`config.mk`:
```
export PLATFORM = sky130hd
export DESIGN_NAME = mul_add_structural_flat
export DESIGN_NICKNAME = d
export VERILOG_FILES = /design/src/rtl/mul_add_structural_if.sv /design/src/rtl/mul_add_structural.sv /design/src/flat_wrapper.sv
export SDC_FILE = /design/constraint.sdc
export NUM_CORES = 1
export LEC_CHECK = 0
export BUFFER_PORTS_ARGS = -buffer_cell sky130_fd_sc_hd__buf_2
export CORE_MARGIN = 4
export CORE_UTILIZATION = 40
export CTS_BUF_LIST = sky130_fd_sc_hd__clkbuf_4
export DETAILED_ROUTE_END_ITERATION = 16
export PLACE_DENSITY = 0.67
export SYNTH_ARGS = -nofsm -noshare
export SYNTH_HDL_FRONTEND = slang
export SYNTH_SLANG_ARGS = --single-unit
```
`constraint.sdc`:
```
create_clock -name clk -period 12.6 [get_ports clk]
set_input_delay 0.63 -clock clk [delete_from_list [all_inputs] [get_ports clk]]
set_output_delay 0.63 -clock clk [all_outputs]
set_load 0.005 [all_outputs]
```
`src/rtl/mul_add_structural_if.sv`:
```
// Handshake/operand bundle for the sequential multiply-add unit.
// The master launches operations and the slave (the multiply-add unit) returns results.
interface mul_add_structural_if #(
    parameter int WIDTH = 32
);
    logic             start;
    logic [WIDTH-1:0] D;
    logic [WIDTH-1:0] B;
    logic [WIDTH-1:0] R;
    logic [WIDTH-1:0] A;
    logic             ok;
    logic             err;
    logic             busy;

    modport master (
        output start, D, B, R,
        input  A, ok, err, busy
    );

    modport slave (
        input  start, D, B, R,
        output A, ok, err, busy
    );
endinterface

```
`src/rtl/mul_add_structural.sv`:
```
// Sequential multiply-add: A = D*B + R.
// This is a shift-and-add unit that handles one multiplier bit per clock.
// It rebuilds a dividend from the quotient (D), the divisor (B) and the remainder (R).
// Optional feature macro MULADD_REM_CHECK_EN adds one extra error source:
// err is also raised when the captured remainder is not smaller than the captured divisor.
module mul_add_structural #(
    parameter int WIDTH = 32
) (
    input  logic                 clk,
    input  logic                 reset,
    mul_add_structural_if.slave  bus
);
    localparam int CNT_W = (WIDTH > 2) ? $clog2(WIDTH) : 1;

    typedef enum logic [1:0] {
        IDLE = 2'd0,
        RUN  = 2'd1,
        DONE = 2'd2
    } state_t;

    state_t             state;
    logic [2*WIDTH-1:0] acc;
    logic [2*WIDTH-1:0] mcand;
    logic [WIDTH-1:0]   mplier;
    logic [CNT_W-1:0]   cnt;
    logic [WIDTH-1:0]   res;
    logic               ok_flag;
    logic               err_flag;
    logic               busy_flag;
    logic [2*WIDTH-1:0] acc_next;
`ifdef MULADD_REM_CHECK_EN
    logic               rem_bad;
`endif

    // Accumulator value after the current RUN step (add multiplicand when multiplier LSB set)
    always_comb begin
        acc_next = acc;
        if (mplier[0]) begin
            acc_next = acc + mcand;
        end
    end

    // Control FSM and datapath: launch capture, one shift-add step per clock, result hold
    always_ff @(posedge clk) begin
        if (reset) begin
            state     <= IDLE;
            res       <= '0;
            ok_flag   <= 1'b0;
            err_flag  <= 1'b0;
            busy_flag <= 1'b0;
        end else begin
            case (state)
                IDLE: begin
                    if (bus.start) begin
                        acc       <= {{WIDTH{1'b0}}, bus.R};
                        mcand     <= {{WIDTH{1'b0}}, bus.B};
                        mplier    <= bus.D;
                        cnt       <= '0;
                        ok_flag   <= 1'b0;
                        err_flag  <= 1'b0;
                        busy_flag <= 1'b1;
`ifdef MULADD_REM_CHECK_EN
                        rem_bad   <= (bus.R >= bus.B);
`endif
                        state     <= RUN;
                    end
                end
                RUN: begin
                    acc    <= acc_next;
                    mcand  <= mcand << 1;
                    mplier <= mplier >> 1;
                    cnt    <= cnt + 1'b1;
                    if (cnt == CNT_W'(WIDTH - 1)) begin
                        res       <= acc_next[WIDTH-1:0];
`ifdef MULADD_REM_CHECK_EN
                        err_flag  <= (|acc_next[2*WIDTH-1:WIDTH]) | rem_bad;
`else
                        err_flag  <= |acc_next[2*WIDTH-1:WIDTH];
`endif
                        ok_flag   <= 1'b1;
                        busy_flag <= 1'b0;
                        state     <= DONE;
                    end
                end
                DONE: begin
                    // A held start keeps the result presented and never retriggers
                    if (!bus.start) begin
                        ok_flag <= 1'b0;
                        state   <= IDLE;
                    end
                end
                default: begin
                    state <= IDLE;
                end
            endcase
        end
    end

    assign bus.A    = res;
    assign bus.ok   = ok_flag;
    assign bus.err  = err_flag;
    assign bus.busy = busy_flag;
endmodule
```
`src/flat_wrapper.sv`:
```
// flat-port wrapper written by rule: the top's interface ports become plain ports
module mul_add_structural_flat 
#(
    parameter int WIDTH = 32
)
  (clk, reset, bus_start, bus_D, bus_B, bus_R, bus_A, bus_ok, bus_err, bus_busy);
  mul_add_structural_if #(.WIDTH(WIDTH)) bus_i ();
  input  logic clk;
  input  logic reset;
  input wire logic [$bits(bus_i.start)-1:0] bus_start;
  input wire logic [$bits(bus_i.D)-1:0] bus_D;
  input wire logic [$bits(bus_i.B)-1:0] bus_B;
  input wire logic [$bits(bus_i.R)-1:0] bus_R;
  output wire logic [$bits(bus_i.A)-1:0] bus_A;
  output wire logic [$bits(bus_i.ok)-1:0] bus_ok;
  output wire logic [$bits(bus_i.err)-1:0] bus_err;
  output wire logic [$bits(bus_i.busy)-1:0] bus_busy;
  assign bus_i.start = bus_start;
  assign bus_i.D = bus_D;
  assign bus_i.B = bus_B;
  assign bus_i.R = bus_R;
  assign bus_A = bus_i.A;
  assign bus_ok = bus_i.ok;
  assign bus_err = bus_i.err;
  assign bus_busy = bus_i.busy;
  mul_add_structural #(.WIDTH(WIDTH)) u_core (.clk(clk), .reset(reset), .bus(bus_i));
endmodule
```
==> results.txt, run 1 <==
The number of top-level pins is 134. The net switching power figure is 0.592 mW. The number of buffers inserted by hold repair at cts is 0. The top-area cell type share of the netlist area is 39.5%. Of the total power, the share spent switching nets is 32.2%. The cell row count is 64. Averaged over all synthesized cells, the footprint is 9.21 um2. For the worst setup path, the data arrival time is 4570 ps. The HPWL after detailed placement is roughly 24 mm. No sink is reached through more buffers than the 3 on the longest clock path.

The routability congestion estimate came out at between 0.9 and 1. The number of antenna violations at the first check in global routing came out at 1. The CTS clock-pin slew for the worst setup and hold paths is 70 ps.

The count of yosys warnings during synthesis came out at 0. The maximum clock rate came out at 247 MHz. Summing all placed instances gives a cell area of 0.0135 mm2.

The minimum clock period after layout came out at 4060 ps. The launch point of the worst reg-to-reg path is u_core.mcand[0]. The flop-to-flop setup slack is about 8500 ps.

The post-cts gate resize count came out at 0. The final routed wirelength across all metal layers is around 33 mm. The number of flops mapped to enable cells by yosys came out at 165. The final hold violation count is 0. The via count of the routed design came out at 10,400. The peak fanout along the critical path is 5. For this run, design rule violations remaining after detail routing come to 0. The number of global-route vias before repair is 10,100. The count of antenna-violating nets left after detailed routing is 0. The critical path startpoint category is a flip-flop. Yosys attributes the largest share of cell area to edfxtp_1 (39%), nand2_1 (8.8%), ha_1 (6.5%), dfxtp_1 (5.9%), a21oi_1 (4.3%).

Dividing the detail-routed via count by the number of cells gives roughly 5.4. The x dimension of the die is 185 um. The clock arrives with about 65 ps of skew. The netlist area before placement came out at ~0.013 mm2. TritonCTS created 53 clock buffers. The share of power burned in the clock network is 31.6%.

The top flip-flop cell by instance count after synthesis is edfxtp_1. The commonest non-fill, non-tap cell in the layout is nand2_1. The biggest area contributor in the post-synthesis netlist is edfxtp_1. The post-placement cell count came out at roughly 1,800. The proportion of synthesized flip-flops having asynchronous set or reset is 0%.

STA puts the critical path data required time at between 10,000 and 15,000 ps. The initial utilization of the core area, before any placement, comes to 40.8%. The post-route standard cell area excluding fillers is about 0.014 mm2.

The count of distinct cell types in the synthesized netlist came out at 76. Setup repair after global routing left no endpoint under its margin. The final routed wire length divided by cell count is 17.0 um. The global-route wire length before repair is 52.7 mm. The analysis attributes to cell leakage a power of around 5.9 nW. The floorplan step defined a die boundary enclosing ~0.034 mm2. The post-route non-filler standard cell count is 1,920. Before antenna repair, the detailed router went through 7 iterations. The tool flagged a number of max-cap violations equal to 0. IR analysis of the VDD net gives a maximum drop of 0.0677 mV.

The part of the cycle the worst path needs is 32.2%. The pin count of the biggest net entering global routing came out at 102. The maximum level of the CTS H-tree is 2. The cell-internal power is 1.25 mW. For the worst flop-to-flop path, the logic depth is 14. Input and output buffers added on the ports amount to approximately 130. The proportion of layout cells with a drive suffix above 1 is between 10% and 20%.

Sequential cells burn between 40% and 50% of the power. The worst hold path begins at bus_B[14]. The post-synthesis net count is 1,528. After routing, the total negative slack on setup checks comes to 0 ps. The share of power burned in combinational logic is about a quarter. The clock latency at the later pin of the worst-skew pair is a little under 700 ps. For the pin with the worst max-slew slack, the measured transition is approximately 1100 ps. In this run the critical register-to-register path is captured at u_core.acc[60]. The instance count along the most critical hold path is 3. The remaining global-route overflow came out at 0. In the layout the commonest cells are nand2_1 (294), edfxtp_1 (165), buf_2 (133), nor2_1 (120), a21oi_1 (109). The power density of the placed cells is 130 mW/mm2. The post-CTS setup buffer count came out at 0. The register bit count reported by yosys is 202. The die height came out at 185 um. Headroom to the max-slew limit came out at a little over a quarter. Counting every instance in the synthesized netlist gives 1,363. The final number of max-transition violations came to 0. The starting DRC count in detailed routing is 797. Global routing used 18.9% of the available tracks across all layers. The worst setup path is captured at a flip-flop. The run finished with clean final reports. The number of nets in the layout is 1,648. The category of the critical setup timing path is reg -> reg. The number of endpoints failing setup at the final stage is 0. Relative to the synthesized area, the layout overhead comes to 12.8%. The number of sinks on the clock net came out at 202. The part of the Yosys area used for sequential elements is 45.4%. The capture endpoint of the worst hold path is u_core.mcand[14].

Clock tree synthesis selected as its root buffer the cell clkbuf_4. The floorplan core area is 0.0307 mm2. TritonCTS built the clock tree.

The path class of the tightest hold or removal check is in -> reg.
-- kinds of logic (layout without fill, tap and decap cells) --
logic type	Yosys count	after routing	share of synthesized area, %
AO/OA/AOI/OAI	339	339	17.5
XOR/XNOR	61	61	4.25
adder cells (fa/ha/maj)	66	66	6.64
buffers and inverters	98	258	3.20
flip-flops	202	202	45.4
multiplexers	47	47	3.75
other	0	1	0
AND/OR/NAND/NOR	550	550	19.3
-- metrics by stage --
stage,utilization (%),hold WS (ps),total power [mW],setup WS [ps]
6_report,46.1,210,1.84,8540
5_1_grt,46.1,180,1.95,8320
4_1_cts,46.1,170,1.85,8560
3_5_place_dp,43.9,468,1.27,8650
3_3_place_gp,43.9,458,1.26,8690
2_1_floorplan,-,458,1.15,4800
-- layer usage --
| layer | global-route usage [%] | share of wire, % |
|---|---|---|
| met5 | 0 | 0 |
| met4 | 7.05 | 3.2 |
| met3 | 3.44 | 5.9 |
| met2 | 30.7 | 46 |
| met1 | 25.3 | 44 |
-- cells in the mapped netlist, types with 18 or more instances --
library cell / number
a21o_1: 18
ha_1: 65
dfxtp_1: 37
xnor2_1: 42
a21oi_1: 109
inv_1: 22
nor2_1: 120
xor2_1: 19
a211oi_1: 39
clkbuf_1: 53
and2_1: 42
o21ai_0: 87
nand4_1: 29
edfxtp_1: 165
nand2_1: 294
mux2i_1: 47
-- power groups by stage --
| stage | clock, mW | combinational (mW) | sequential, mW |
|---|---|---|---|
| final | 0.581 | 0.456 | 0.801 |
| after global routing | 0.636 | 0.510 | 0.806 |
| after floorplan | 0 | 0.338 | 0.813 |
| after detailed placement | 0 | 0.452 | 0.815 |
| after global placement | 0 | 0.449 | 0.813 |
| after CTS | 0.598 | 0.455 | 0.801 |
-- state kept, by name, summed over array words and instances (netlist names) --
register         flops
u_core.bus.busy      1
u_core.bus.A        32
u_core.bus.ok        1
u_core.acc          64
u_core.state         2
u_core.bus.err       1
u_core.cnt           5
u_core.mcand        64
u_core.mplier       32
-- worst max-delay path, stage by stage (launching register included) --
cell and delay, ps:
edfxtp_1 390, ha_1 260, fa_1 440, a21oi_2 200, nand4b_4 170, a211oi_1 100, a211oi_2 400, o21ai_2 200
a221oi_2 430, o31a_2 280, nor3_1 70, or3_1 360, xnor2_1 140, or2_2 280, a21oi_1 150
-- final cells by class --
class / count / area (um2)
Antenna cell: 1 / 2.50
Clock buffer: 69 / 518
Clock inverter: 26 / 161
Fill cell: 3054 / 16600
Inverter: 22 / 82.6
Multi-Input combinational cell: 1063 / 6490
Sequential cell: 202 / 5700
Tap cell: 396 / 495
Timing Repair Buffer: 141 / 726
-- worst max-delay path by stage --
| stage | startpoint | to | slack, ps |
|---|---|---|---|
| floorplan | reset | u_core.acc[0] | 4800 |
| global placement | u_core.mcand[0] | u_core.acc[60] | 8690 |
| CTS | u_core.mcand[0] | u_core.acc[60] | 8560 |
| global route | u_core.mcand[0] | u_core.acc[60] | 8320 |
| finish | u_core.mcand[0] | u_core.acc[60] | 8540 |
| detailed placement | u_core.mcand[0] | u_core.acc[60] | 8650 |
Note: power is estimated with default switching activity, not from simulation.
==> run 2: changes to the inputs <==
Clock period 12.6 ns to 3.5 ns, I/O delays scaled along.
==> run 2 against run 1 <==
Net effect:
- the run now ends with negative setup slack left
- fmax is 15% higher
- clock skew is 5.6 ps lower
- non-clock buffer count is 223 higher
- worst hold slack worse by 140 ps
==> results.txt, run 2 (synthesis gave the netlist of run 1 again) <==
The number of top-level pins came out at 134 (unchanged). The final number of max-transition violations is 0 (unchanged). The starting DRC count in detailed routing came to 791 (was 797). The number of endpoints failing setup at the final stage came out at 1 (was 0). The number of filler instances in the final layout is 2,779 (was 3,054). The share of power burned in combinational logic is 28.9% (was 24.8%). The initial core utilization is 40.8% (unchanged). The cell count of the worst reg-to-reg path came out at 13 (was 14). The x dimension of the die is 185 um (unchanged). The total global-route track usage is 20.3% (was 18.9%). The number of antenna violations at the first check in global routing came out at 1 (unchanged).

The peak fanout along the critical path is 4 (was 5). The arrival time at the worst endpoint is 4070 ps (was 4570 ps). The type of the most critical hold path is in -> reg (unchanged).

The number of global-route vias before repair came out at 11,200 (was 10,100). The final design utilization came out at 53.6% (was 46.1%). The worst hold slack came out at 66.9 ps (was 210 ps). The clock latency at the later pin of the worst-skew pair is 680 ps (was 690 ps).

The remaining global-route overflow is 0 (unchanged). The placed standard-cell area is 0.0144 mm2 (was 0.0135 mm2). The category of the critical setup timing path is reg -> reg (unchanged). The required time at the worst-slack endpoint is 4030 ps (was 13,110 ps). The launch point of the worst reg-to-reg path is u_core.mcand[9] (was u_core.mcand[0]). The final reports fail on negative setup slack. The summed negative setup slack over all endpoints was -37.0 ps (was 0 ps).

The relative slew slack is 33.8% (was 27.2%). The floorplan core area is 0.0307 mm2 (unchanged). The final routed wire length divided by cell count came out at 16.7 um (was 17.0 um).

The power density of the placed cells came out at 436 mW/mm2 (was 130 mW/mm2). The pre-CTS setup slack is -137 ps (was 8650 ps). The part of the cycle the worst path needs is 101% (was 32.2%). The critical path startpoint category is a flip-flop (unchanged).

The worst vdd rail ir drop came out at 0.304 mV (was 0.0677 mV). The via count of the routed design came out at 11,400 (was 10,400). The minimum clock period after layout is 3540 ps (was 4060 ps).

The number of nets in the layout came out at 1,871 (was 1,648). The detailed-route DRC error count is 0 (unchanged). The cell row count came out at 64 (unchanged).

The first-pass iteration count of the detailed router is 5 (was 7). RSZ-0062 raised after global routing: true (was false). The CTS clock-pin slew for the worst setup and hold paths is 70 ps (about the same). Outcome: complete, but fails checks (was complete, no violations). The total clock buffers created by CTS came out at 53 (unchanged). The post-placement cell count is 1,937 (was 1,824). The clock root buffer master was clkbuf_4 (unchanged).

The deepest clock path buffer count came to 3 (unchanged). The cell-internal power came out at 4.90 mW (was 1.25 mW). Top flop regs: u_core.acc (64), u_core.mcand (64) (unchanged). The count of antenna-violating nets left after detailed routing came to 0 (unchanged). The slew at the pin closest to its max-slew limit came to 994 ps (was 1090 ps). The post-route standard cell area excluding fillers was 0.0165 mm2 (was 0.0142 mm2). The post-route non-filler standard cell count came out at 2,148 (was 1,920).

The share of total power consumed by net switching was 31.9% (was 32.2%). The leakage component of the power came to 6.96 nW (was 5.89 nW). The flop-to-flop setup slack is -40 ps (was 8540 ps).

The count of buffers from port buffering came out at 133 (unchanged). The proportion of layout cells with a drive suffix above 1 is 23.8% (was 16.5%). The commonest non-fill, non-tap cell in the layout is nand2_1 (unchanged). The pin count of the biggest net entering global routing is 100 (was 102). The global-route wire length before repair is 57.0 mm (was 52.7 mm). The via count normalized by instance count is 5.29 (was 5.40). The number of sinks on the clock net came out at 202 (unchanged). The final hold violation count came out at 0 (unchanged). The final routed wirelength across all metal layers came out at 35.8 mm (was 32.7 mm). Commonest cells after routing, fill and taps aside: nand2_1 (294), edfxtp_1 (165), buf_2 (133), buf_4 (131), nor2_1 (119) (was nand2_1 (294), edfxtp_1 (165), buf_2 (133), nor2_1 (120), a21oi_1 (109)). The die area came out at 0.0343 mm2 (unchanged). The net switching power figure is 2.29 mW (was 0.592 mW). The capture endpoint of the worst hold path was u_core.bus.A[2] (was u_core.mcand[14]). The clock tree from TritonCTS is built (unchanged). The maximum clock rate came to 283 MHz (was 247 MHz). The die height came out at 185 um (unchanged). The slack of the critical path is -37.0 ps (was 8540 ps). The power after layout was 7.19 mW (was 1.84 mW). The kind of end point of the critical path is a flip-flop (unchanged). The proportion of power drawn by flip-flops and latches came out at 40.3% (was 43.6%). The detailed-placement wirelength estimate was 25.3 mm (was 23.6 mm). The startpoint of the most critical hold path was reset (was bus_B[14]). The share of power burned in the clock network came to 30.8% (was 31.6%). The number of maximum-capacitance violations is 0 (unchanged). The instance count along the most critical hold path came out at 2 (was 3). The critical register-to-register path endpoint is u_core.bus.err (was u_core.acc[60]). The routability congestion estimate was 0.930 (was 0.925). The area overhead of the layout relative to synthesis was 31.2% (was 12.8%). The setup skew after layout is 59.2 ps (was 64.8 ps). The maximum level of the CTS H-tree came out at 2 (unchanged).
==> run 2: area by class of cell <==
class | count | area [um2] | share of cell area [%]
Multi-Input combinational cell | 1063 | 6790 | 41.2
Tap cell | 396 | 495 | 3.01
Sequential cell | 202 | 5700 | 34.6
Clock buffer | 71 | 533 | 3.23
Inverter | 22 | 82.6 | 0.501
Timing Repair Buffer | 364 | 2680 | 16.3
Clock inverter | 29 | 195 | 1.18
Antenna cell | 1 | 2.50 | 0.0152
==> run 2: per-layer routing <==
metal  global-route usage [%]  vias up  share of wire [%]
met5                        0        -                  0
met1                     26.6     5346                 44
met3                     3.42       75                4.8
met2                     33.9      310                 47
met4                     7.90        0                3.6
li1                         -     5628                  -
==> run 2: power by group through the flow <==
| stage | registers [mW] | logic, mW | clock network [mW] |
|---|---|---|---|
| after global placement | 2.93 | 1.87 | 0 |
| after global routing | 2.91 | 2.28 | 2.39 |
| final | 2.90 | 2.08 | 2.21 |
| after CTS | 2.89 | 2.00 | 2.27 |
| after detailed placement | 2.94 | 1.88 | 0 |
| after floorplan | 2.92 | 1.22 | 0 |
==> run 2: what timing repair did <==
action / 4_1_cts / 5_1_grt
hold buffers: 96 / 1
setup endpoints to repair: 4 / 8
endpoints found under the hold margin: 98 / 1
setup buffers: 6 / 7
gates cloned: 0 / 0
resized for setup: 14 / 35
pin swaps: 18 / 21
==> run 2: worst max-delay path, stage by stage (launching register included) <==
cell and delay, ps:
edfxtp_1 450, ha_4 320, buf_4 110, nand4_1 170, a2111o_1 490, a21oi_4 200
o21ai_4 110, o311ai_4 330, a21oi_1 160, o21a_1 230, xnor2_1 160, o31ai_2 300
and4b_1 270, a31oi_1 80
==> run 2: worst max-delay path by stage <==
stage / depth (start not counted) / start / to
CTS: 12 / u_core.acc[27] / u_core.bus.err
finish: 13 / u_core.mcand[9] / u_core.bus.err
floorplan: 2 / u_core.state[0] / u_core.acc[0]
global placement: 14 / u_core.mcand[9] / u_core.bus.err
detailed placement: 13 / u_core.mcand[2] / u_core.bus.err
global route: 14 / u_core.acc[0] / u_core.bus.err
